### config.mk
export PLATFORM = sky130hd
export DESIGN_NAME = dice_turn_ctrl_flat
export DESIGN_NICKNAME = d
export VERILOG_FILES = /design/src/rtl/dice_turn_if.sv /design/src/rtl/dice_turn_ctrl.sv /design/src/flat_wrapper.sv
export SDC_FILE = /design/constraint.sdc
export NUM_CORES = 1
export LEC_CHECK = 0
export ABC_AREA = 1
export BUFFER_PORTS_ARGS = -buffer_cell sky130_fd_sc_hd__clkbuf_2
export CAP_MARGIN = 20
export CELL_PAD_IN_SITES_DETAIL_PLACEMENT = 1
export CELL_PAD_IN_SITES_GLOBAL_PLACEMENT = 1
export CORE_ASPECT_RATIO = 1.4
export CORE_MARGIN = 5
export CORE_UTILIZATION = 42
export DETAILED_ROUTE_END_ITERATION = 10
export PLACE_DENSITY = 0.92
export SLEW_MARGIN = 20
export SYNTH_ARGS = -nofsm -noshare
export SYNTH_HDL_FRONTEND = slang
export SYNTH_SLANG_ARGS = --single-unit
export TNS_END_PERCENT = 50
### constraint.sdc
create_clock -name clk -period 5.99 [get_ports clk]
set_input_delay 0 -clock clk [delete_from_list [all_inputs] [get_ports clk]]
set_output_delay 0 -clock clk [all_outputs]
set_load 0.01 [all_outputs]
### src/rtl/dice_turn_if.sv
// Player/dice-side signal bundle for the dice turn controller.
interface dice_turn_if #(
  parameter int unsigned N_PLAYERS = 2,
  parameter int unsigned SCORE_W   = 6
);
  logic [N_PLAYERS-1:0]         btn;
  logic                         new_game;
  logic [2:0]                   throw;
  logic                         dice_button;
  logic [1:0]                   turn;
  logic                         result_valid;
  logic [1:0]                   result_player;
  logic [2:0]                   result_value;
  logic [N_PLAYERS*SCORE_W-1:0] scores;
  logic                         game_over;
  logic [1:0]                   winner;

  // Environment side: drives buttons, clear and the dice value.
  modport master (
    output btn, new_game, throw,
    input  dice_button, turn, result_valid, result_player, result_value,
           scores, game_over, winner
  );

  // Controller side.
  modport slave (
    input  btn, new_game, throw,
    output dice_button, turn, result_valid, result_player, result_value,
           scores, game_over, winner
  );
endinterface

### src/rtl/dice_turn_ctrl.sv
// Round-robin turn scheduler and score keeper for a shared electronic dice.
module dice_turn_ctrl #(
  parameter int unsigned N_PLAYERS  = 2,
  parameter int unsigned MIN_ROLL   = 4,
  parameter int unsigned SETTLE_CYC = 2,
  parameter int unsigned TARGET     = 20,
  parameter int unsigned SCORE_W    = 6
) (
  input logic        clk,
  input logic        rst,
  dice_turn_if.slave bus
);

  localparam int unsigned ROLL_W   = (MIN_ROLL < 1) ? 1 : $clog2(MIN_ROLL + 1);
  localparam int unsigned SETTLE_W = (SETTLE_CYC < 1) ? 1 : $clog2(SETTLE_CYC + 1);
  localparam int unsigned SUM_W    = SCORE_W + 1;

  typedef enum logic [2:0] {
    IDLE   = 3'd0,
    ROLL   = 3'd1,
    SETTLE = 3'd2,
    REPORT = 3'd3,
    DONE   = 3'd4
  } state_t;

  state_t              state_q, state_d;
  logic                dice_q, dice_d;
  logic [ROLL_W-1:0]   roll_q, roll_d;
  logic [SETTLE_W-1:0] settle_q, settle_d;
  logic [1:0]          turn_q, turn_d;
  logic                valid_q, valid_d;
  logic [1:0]          rplayer_q, rplayer_d;
  logic [2:0]          rvalue_q, rvalue_d;
  logic                over_q, over_d;
  logic [1:0]          winner_q, winner_d;
  logic [SCORE_W-1:0]  score_q [N_PLAYERS];
  logic [SCORE_W-1:0]  score_d [N_PLAYERS];

  logic                btn_turn;
  logic [SCORE_W-1:0]  score_turn;
  logic [SUM_W-1:0]    score_sum;
  logic [SCORE_W-1:0]  score_sat;
  logic                throw_ok;
  logic [1:0]          turn_next;

  // Select the current player's button and score.
  always_comb begin
    btn_turn   = 1'b0;
    score_turn = '0;
    for (int i = 0; i < int'(N_PLAYERS); i++) begin
      if (turn_q == 2'(i)) begin
        btn_turn   = bus.btn[i];
        score_turn = score_q[i];
      end
    end
  end

  assign score_sum = {1'b0, score_turn} + SUM_W'(bus.throw);
  assign score_sat = score_sum[SCORE_W] ? {SCORE_W{1'b1}} : score_sum[SCORE_W-1:0];
  assign throw_ok  = (bus.throw != 3'd0) && (bus.throw != 3'd7);
  assign turn_next = (turn_q == 2'(N_PLAYERS - 1)) ? 2'd0 : turn_q + 2'd1;

  // Next-state and next-output logic.
  always_comb begin
    state_d   = state_q;
    dice_d    = dice_q;
    roll_d    = roll_q;
    settle_d  = settle_q;
    turn_d    = turn_q;
    valid_d   = 1'b0;
    rplayer_d = rplayer_q;
    rvalue_d  = rvalue_q;
    over_d    = over_q;
    winner_d  = winner_q;
    score_d   = score_q;

    unique case (state_q)
      IDLE: begin
        dice_d = 1'b0;
        if (btn_turn) begin
          state_d = ROLL;
          dice_d  = 1'b1;
          roll_d  = ROLL_W'(1);
        end
      end
      ROLL: begin
        dice_d = 1'b1;
        if (roll_q < ROLL_W'(MIN_ROLL)) roll_d = roll_q + ROLL_W'(1);
        // An early release keeps rolling until the minimum length is met.
        if (!btn_turn && (roll_q >= ROLL_W'(MIN_ROLL))) begin
          state_d  = SETTLE;
          dice_d   = 1'b0;
          settle_d = '0;
        end
      end
      SETTLE: begin
        dice_d = 1'b0;
        if (settle_q < SETTLE_W'(SETTLE_CYC)) begin
          settle_d = settle_q + SETTLE_W'(1);
        end else if (throw_ok) begin
          state_d   = REPORT;
          valid_d   = 1'b1;
          rvalue_d  = bus.throw;
          rplayer_d = turn_q;
          for (int i = 0; i < int'(N_PLAYERS); i++) begin
            if (turn_q == 2'(i)) score_d[i] = score_sat;
          end
        end
      end
      REPORT: begin
        if (32'(score_turn) >= TARGET) begin
          state_d  = DONE;
          over_d   = 1'b1;
          winner_d = turn_q;
        end else begin
          // A six earns the same player another roll.
          if (rvalue_q != 3'd6) turn_d = turn_next;
          state_d = IDLE;
        end
      end
      DONE: begin
        dice_d = 1'b0;
      end
      default: begin
        state_d = IDLE;
        dice_d  = 1'b0;
      end
    endcase
  end

  // State and output registers; new_game clears exactly like reset.
  always_ff @(posedge clk) begin
    if (rst || bus.new_game) begin
      state_q   <= IDLE;
      dice_q    <= 1'b0;
      roll_q    <= '0;
      settle_q  <= '0;
      turn_q    <= '0;
      valid_q   <= 1'b0;
      rplayer_q <= '0;
      rvalue_q  <= '0;
      over_q    <= 1'b0;
      winner_q  <= '0;
      for (int i = 0; i < int'(N_PLAYERS); i++) score_q[i] <= '0;
    end else begin
      state_q   <= state_d;
      dice_q    <= dice_d;
      roll_q    <= roll_d;
      settle_q  <= settle_d;
      turn_q    <= turn_d;
      valid_q   <= valid_d;
      rplayer_q <= rplayer_d;
      rvalue_q  <= rvalue_d;
      over_q    <= over_d;
      winner_q  <= winner_d;
      score_q   <= score_d;
    end
  end

  assign bus.dice_button   = dice_q;
  assign bus.turn          = turn_q;
  assign bus.result_valid  = valid_q;
  assign bus.result_player = rplayer_q;
  assign bus.result_value  = rvalue_q;
  assign bus.game_over     = over_q;
  assign bus.winner        = winner_q;

  for (genvar g = 0; g < int'(N_PLAYERS); g++) begin : g_scores
    assign bus.scores[g*SCORE_W +: SCORE_W] = score_q[g];
  end

endmodule
### src/flat_wrapper.sv
// flat-port wrapper written by rule: the top's interface ports become plain ports
module dice_turn_ctrl_flat 
#(
  parameter int unsigned N_PLAYERS  = 2,
  parameter int unsigned MIN_ROLL   = 4,
  parameter int unsigned SETTLE_CYC = 2,
  parameter int unsigned TARGET     = 20,
  parameter int unsigned SCORE_W    = 6
)
  (clk, rst, bus_btn, bus_new_game, bus_throw, bus_dice_button, bus_turn, bus_result_valid, bus_result_player, bus_result_value, bus_scores, bus_game_over, bus_winner);
  dice_turn_if #(.N_PLAYERS(N_PLAYERS), .SCORE_W(SCORE_W)) bus_i ();
  input logic clk;
  input logic rst;
  input wire logic [$bits(bus_i.btn)-1:0] bus_btn;
  input wire logic [$bits(bus_i.new_game)-1:0] bus_new_game;
  input wire logic [$bits(bus_i.throw)-1:0] bus_throw;
  output wire logic [$bits(bus_i.dice_button)-1:0] bus_dice_button;
  output wire logic [$bits(bus_i.turn)-1:0] bus_turn;
  output wire logic [$bits(bus_i.result_valid)-1:0] bus_result_valid;
  output wire logic [$bits(bus_i.result_player)-1:0] bus_result_player;
  output wire logic [$bits(bus_i.result_value)-1:0] bus_result_value;
  output wire logic [$bits(bus_i.scores)-1:0] bus_scores;
  output wire logic [$bits(bus_i.game_over)-1:0] bus_game_over;
  output wire logic [$bits(bus_i.winner)-1:0] bus_winner;
  assign bus_i.btn = bus_btn;
  assign bus_i.new_game = bus_new_game;
  assign bus_i.throw = bus_throw;
  assign bus_dice_button = bus_i.dice_button;
  assign bus_turn = bus_i.turn;
  assign bus_result_valid = bus_i.result_valid;
  assign bus_result_player = bus_i.result_player;
  assign bus_result_value = bus_i.result_value;
  assign bus_scores = bus_i.scores;
  assign bus_game_over = bus_i.game_over;
  assign bus_winner = bus_i.winner;
  dice_turn_ctrl #(.N_PLAYERS(N_PLAYERS), .MIN_ROLL(MIN_ROLL), .SETTLE_CYC(SETTLE_CYC), .TARGET(TARGET), .SCORE_W(SCORE_W)) u_core (.clk(clk), .rst(rst), .bus(bus_i));
endmodule
* Word-level counts from Yosys, hierarchy flattened
Cells that the tools add are included.
Cells by class: add/sub/neg operators 4, order comparisons 4, equality and inequality tests 13, mux-type cells 21, bitwise gates (word level) 4, reduce and logical (&&, ||, !) cells 18
Operator list (number):
- two-way mux 3 bit | 6
- two-way mux 6 bit | 3
- case mux 3 bit (5 select lines) | 1
- AND reduction 3 bit | 4
- inequality test 2 x 1 -> 1 bit, second input constant | 5
- AND reduction 4 bit | 2
- adder 6 x 3 -> 7 bit | 1
- equality test 3 x 2 -> 1 bit, second input constant | 2
- >= comparator 6 x 5 -> 1 bit, second input constant | 1
- two-way mux 2 bit | 3
- inequality test 3 bit, second input constant | 2
- case mux 3 bit (2 select lines) | 1
- two-way mux 1 bit | 5
- AND reduction 5 bit | 1
- adder 2 x 1 -> 2 bit, second input constant | 2
- inverter 1 bit | 4
- case mux 2 bit (2 select lines) | 1
- nonzero test 2 bit | 2
- adder 3 x 1 -> 3 bit, second input constant | 1
- equality test 3 x 1 -> 1 bit, second input constant | 1
- equality test 3 bit, second input constant | 1
- >= comparator 3 bit, second input constant | 1
- zero test 3 bit | 1
- < comparator 3 bit, second input constant | 1
- other kinds (11) | 12
Storage, ports and cells: bits in registers 32, bits of input ports 8, output and inout port bits 24, logic and storage cells 76

* Depth between registers and ports, before layout
depth in word-level cells 7, gate-level depth with buffers 15, gate-level depth less buffers 14

* Worst setup path after synthesis
Ideal clock, no wire load.
path type reg-to-reg, start point reg u_core.turn_q[0] (netlist: u_core.bus.turn[0]), end point reg u_core.score_q (netlist bit u_core.bus.scores[4]), library setup time 0.117 ns, arrival 1.944 ns, data required time 5.873 ns, slack 3.929 ns, cell stages (with the launch flop) 15, path buffers 1, period minus slack after synthesis 2.061 ns, cell sequence dfxtp_1 buf_6 inv_1 nor2_2 inv_1 o22ai_1 ha_1 inv_1 fa_1 nor2_1 nor2_1 nor2_4 nand2_1 nand2_1 a21oi_1
On the way: longest elaborated chain between the ends 5, elaborated cells on any way between the ends 7, classes of those cells 1 x add/sub; 1 x eq/ne; 3 x mux; 2 x reduce/logical
RTL lines:
- from (decl) | line dice_turn_ctrl.sv:30 | logic [1:0] turn_q, turn_d;
- from (signal assigned) | line dice_turn_ctrl.sv:150 | turn_q <= turn_d;
- zero test 2 bit | line dice_turn_ctrl.sv:51, dice_turn_ctrl.sv:106
- two-way mux 6 bit (2 in series) | line dice_turn_ctrl.sv:51 | if (turn_q == 2'(i)) begin
- adder 6 x 3 -> 7 bit | line dice_turn_ctrl.sv:58 | assign score_sum = {1'b0, score_turn} + SUM_W'(bus.throw);
- two-way mux 6 bit | line dice_turn_ctrl.sv:59 | assign score_sat = score_sum[SCORE_W] ? {SCORE_W{1'b1}} : score_sum[SCORE_W-1:0];
- to (signal assigned) | line dice_turn_ctrl.sv:156 | score_q <= score_d;
- to (decl) | line dice_turn_ctrl.sv:36 | logic [SCORE_W-1:0] score_q [N_PLAYERS];
Several ways; a longest one is shown, not always the timed one. A chain may end at the register's enable or synchronous reset.

* Worst setup path after layout
start point reg u_core.turn_q[0] (netlist: u_core.bus.turn[0]), end point reg u_core.score_q (netlist bit u_core.bus.scores[2])
Same word-level chain as after synthesis.

==> impl_summary.log <==
[metrics] combinational group share of total power: 0.059
[metrics] global-route wire length before repair: 8350 µm
[metrics] cell internal pwr: 0.316 mW
[metrics] minimum clock period after layout: 2.43 ns
[metrics] Remaining DRCs: 0
[metrics] cell chosen for the clock root: sky130_fd_sc_hd__clkbuf_8
[metrics] source of the critical timing path: u_core.bus.turn[0]
[metrics] worst path cell trace: inv_1 > nor2_2 > inv_1 > o22ai_1 > ha_1 > inv_1 > fa_1 > nor2_1 > nor2_1 > nor2_4 > nand2_4 > nand3_1 > nand2_1 > inv_1
[metrics] Inserted Clock Buffers: 5
[metrics] floorplan die height: 86.4 µm
[metrics] category of the critical setup timing path: reg -> reg
[metrics] number of buffers on the longest clock path: 2
[metrics] number of DRC markers after the initial detailed-route iteration: 72
[metrics] number of non-filler instances in the completed layout: 335
[metrics] Slew Viols, Final: 0
[metrics] kind of cell adding the most delay to the critical path: simple AND/OR/NAND/NOR gates
[metrics] total power: 0.419 mW
[metrics] power per cell area: 206 mW/mm²
[metrics] DRT Wirelength: 4870 µm
[metrics] count of warnings emitted by yosys: 0
[metrics] peak supply drop: 0.000170 V
[metrics] worst hold margin: 0.0437 ns
[metrics] Final Hold Fails: 0
[metrics] final antenna-violating net count: 0
[metrics] number of buffers and inverters on the critical path: 4
[metrics] HP Start: bus_throw[2]
[metrics] Sw Share: 0.246
[metrics] CTS sink cnt: 32
[metrics] routability-driven placement congestion ratio: 0.851
[metrics] proportion of synthesized chip area in sequential cells: 0.365
[metrics] number of global-route vias before repair: 1,826
[metrics] drt pass-1 iters: 4
[metrics] CTS H-Tree Depth: 2
[metrics] slowest cell delay on critical path: 0.53 ns
[metrics] nets in the synthesized netlist: 270
[metrics] count of input and output buffers: 31
[metrics] worst setup skew after layout: 0.00450 ns
[metrics] GRT Resource Usage Total: 0.193
[metrics] final-stage net count: 304
[metrics] origin of the critical flop-to-flop path: u_core.bus.turn[0]
[metrics] total vias in the final route: 1,726
[metrics] Max-slew headroom: 0.484
[metrics] most instantiated flip-flop cell in the synthesis netlist: sky130_fd_sc_hd__dfxtp_1
[metrics] crit start category: register
[metrics] Max Cap Viol: 0
[metrics] x dimension of the die: 64.6 µm
[metrics] placeable core region: 0.00399 mm²
[metrics] initial antenna violation count: 0
[metrics] pin slew with the least headroom to its limit: 0.771 ns
[metrics] net switching power figure: 0.103 mW
[metrics] slowest cell on the critical path: sky130_fd_sc_hd__dfxtp_1
[metrics] setup repair after global routing missed its margin: no
[metrics] type of element capturing the critical path: register
[metrics] fraction of registers with async set or reset after synthesis: 0
[metrics] share of total power in the clock network: 0.426
[metrics] post-synthesis register bit count: 32
[metrics] full die area: 0.00558 mm²
[metrics] maximum fanout encountered on the critical timing path: 10
[metrics] detailed placement HPWL: 3760 µm
[metrics] EDFF count, synth: 0
[metrics] hold bufs inserted after CTS: 0
[metrics] Peak Freq: 412 MHz
[metrics] synthesized area per cell: 6.82 µm²
[metrics] Starting Density: 0.440
[metrics] Pleak: 0.999 nW
[metrics] Ant. Diodes: 0
[metrics] most prevalent standard cell on the critical path: sky130_fd_sc_hd__inv_1
[metrics] share of total power in sequential cells: 0.515
[metrics] setup-violating endpoint count in the final report: 0
[metrics] accumulated negative setup slack: 0 ns
[metrics] slack of the worst reg-to-reg path: 3.56 ns
[metrics] synthesized area: 0.00175 mm²
[metrics] number of instances in the synthesized netlist: 257
[metrics] post-CTS repair timing setup buffer count: 0
[metrics] clock input transition at the sequential cells of the worst setup and hold paths: 0.07 ns
[metrics] layout cells sized above 1: 0.223
[metrics] Placed Cells: 327
[metrics] vias per cell: 5.15
[metrics] number of rows created at floorplan: 27
[metrics] clock insertion delay at the later pin of the skew report: 0.30 ns
[metrics] data required time at the worst endpoint: 6.24 ns
[metrics] Unique masters post-synth: 27
[metrics] arrival time at the worst endpoint: 2.67 ns
[metrics] clock tree from TritonCTS: done
[metrics] Place WS: 3.61 ns
[metrics] Top Ports: 32
[metrics] Period Utilization, post-route: 0.405
[metrics] global route overflow: 0
[metrics] path class of the lowest-slack min-delay path: in -> reg
[metrics] largest net degree at the start of global routing: 22
[metrics] status: finished, final reports clean
[metrics] Post-CTS Resized: 0
[metrics] worst path setup slack after routing: 3.56 ns
[metrics] WL per Instance: 14.5 µm
[metrics] layout overhead on the synthesized area: 15.7%
cell families after synthesis:
kind of cell	Yosys count	share of synthesized area
xor gates and xnor gates	2	0.00999
adders and majority gates	5	0.0400
and+or+nand+nor	124	0.350
DFF	32	0.365
AOI/OAI and AO/OA	34	0.101
buffers and inverters	60	0.133
synth_stat cells (all sizes together) (2+ instances only):
cell type   n  area, µm²
nand3      28        160
a21oi      24        120
buf         2       16.3
nand4       3       18.8
o21ai       6       30.0
dfxtp      32        641
nand2      63        269
clkbuf      2       7.51
ha          4       50.1
o22ai       2       12.5
nor2       27        144
inv        56        210
nor3        2       15.0
per-stage QoR:
stage,util,cell area (µm²)
CTS,0.509,2030
floorplan,-,1750
detailed placement,0.486,1940
global placement,0.486,1940
finish,0.509,2030
global route,0.509,2030
cells in the final DEF, fill, tap and decap left out, types with 2 or more instances in the layout:
cell type,instances
sky130_fd_sc_hd__nor2_2,2
sky130_fd_sc_hd__clkbuf_8,6
sky130_fd_sc_hd__nand4_1,3
sky130_fd_sc_hd__o22ai_1,2
sky130_fd_sc_hd__ha_1,4
sky130_fd_sc_hd__nand3_2,4
sky130_fd_sc_hd__nand2_1,54
sky130_fd_sc_hd__nor2_1,20
sky130_fd_sc_hd__inv_1,49
sky130_fd_sc_hd__dfxtp_1,32
sky130_fd_sc_hd__nand3_1,24
sky130_fd_sc_hd__o21ai_0,6
sky130_fd_sc_hd__a21oi_1,24
sky130_fd_sc_hd__clkbuf_2,31
sky130_fd_sc_hd__inv_2,7
sky130_fd_sc_hd__nand2_4,2
sky130_fd_sc_hd__nand2_2,7
sky130_fd_sc_hd__clkbuf_1,2
sky130_fd_sc_hd__nor2_4,5
registers in the layout (all words and copies together), names as in the netlist:
name,cells
u_core.bus.scores,12
u_core.bus.result_value,3
u_core.roll_q,3
u_core.state_q,3
u_core.bus.result_player,2
u_core.bus.turn,2
u_core.bus.winner,2
u_core.settle_q,2
u_core.bus.dice_button,1
u_core.bus.game_over,1
u_core.bus.result_valid,1
final cells by class:
type / instances / area [µm²]
Inverter: 56 / 210
Clock buffer: 8 / 90.1
Multi-Input combinational cell: 165 / 878
Sequential cell: 32 / 641
Tap cell: 43 / 53.8
Fill cell: 572 / 1960
Timing Repair Buffer: 31 / 155
path summary, 6_finish.rpt:
| kind | depth (start not counted) | end |
|---|---|---|
| min reg2reg | 2 | u_core.bus.winner[1] |
| max reg2reg | 14 | u_core.bus.scores[2] |
| min | 3 | u_core.bus.result_value[2] |
| max | 14 | u_core.bus.scores[2] |
worst register-to-register path, stage by stage (launching register included):
cell                      delay (ns)
sky130_fd_sc_hd__dfxtp_1        0.53
sky130_fd_sc_hd__inv_1          0.12
sky130_fd_sc_hd__nor2_2         0.16
sky130_fd_sc_hd__inv_1          0.09
sky130_fd_sc_hd__o22ai_1        0.13
sky130_fd_sc_hd__ha_1           0.19
sky130_fd_sc_hd__inv_1          0.06
sky130_fd_sc_hd__fa_1           0.41
sky130_fd_sc_hd__nor2_1         0.14
sky130_fd_sc_hd__nor2_1         0.10
sky130_fd_sc_hd__nor2_4         0.15
sky130_fd_sc_hd__nand2_4        0.09
sky130_fd_sc_hd__nand3_1        0.10
sky130_fd_sc_hd__nand2_1        0.06
sky130_fd_sc_hd__inv_1          0.05
power groups by stage:
stage	Sequential [mW]	Clock (mW)	Combinational, mW
floorplan	0.220	0	0.0171
global placement	0.220	0	0.0237
detailed placement	0.220	0	0.0247
CTS	0.215	0.181	0.0248
global route	0.216	0.191	0.0276
finish	0.215	0.178	0.0248
per-layer routing:
layer / GRT usage / share of wire / up-vias
met5: 0 / 0 / -
met4: 0.0712 / 0.016 / 0
met2: 0.380 / 0.54 / 34
met3: 0.0428 / 0.040 / 8
li1: - / - / 864
met1: 0.194 / 0.40 / 820
(Power assumes the default switching activity.)
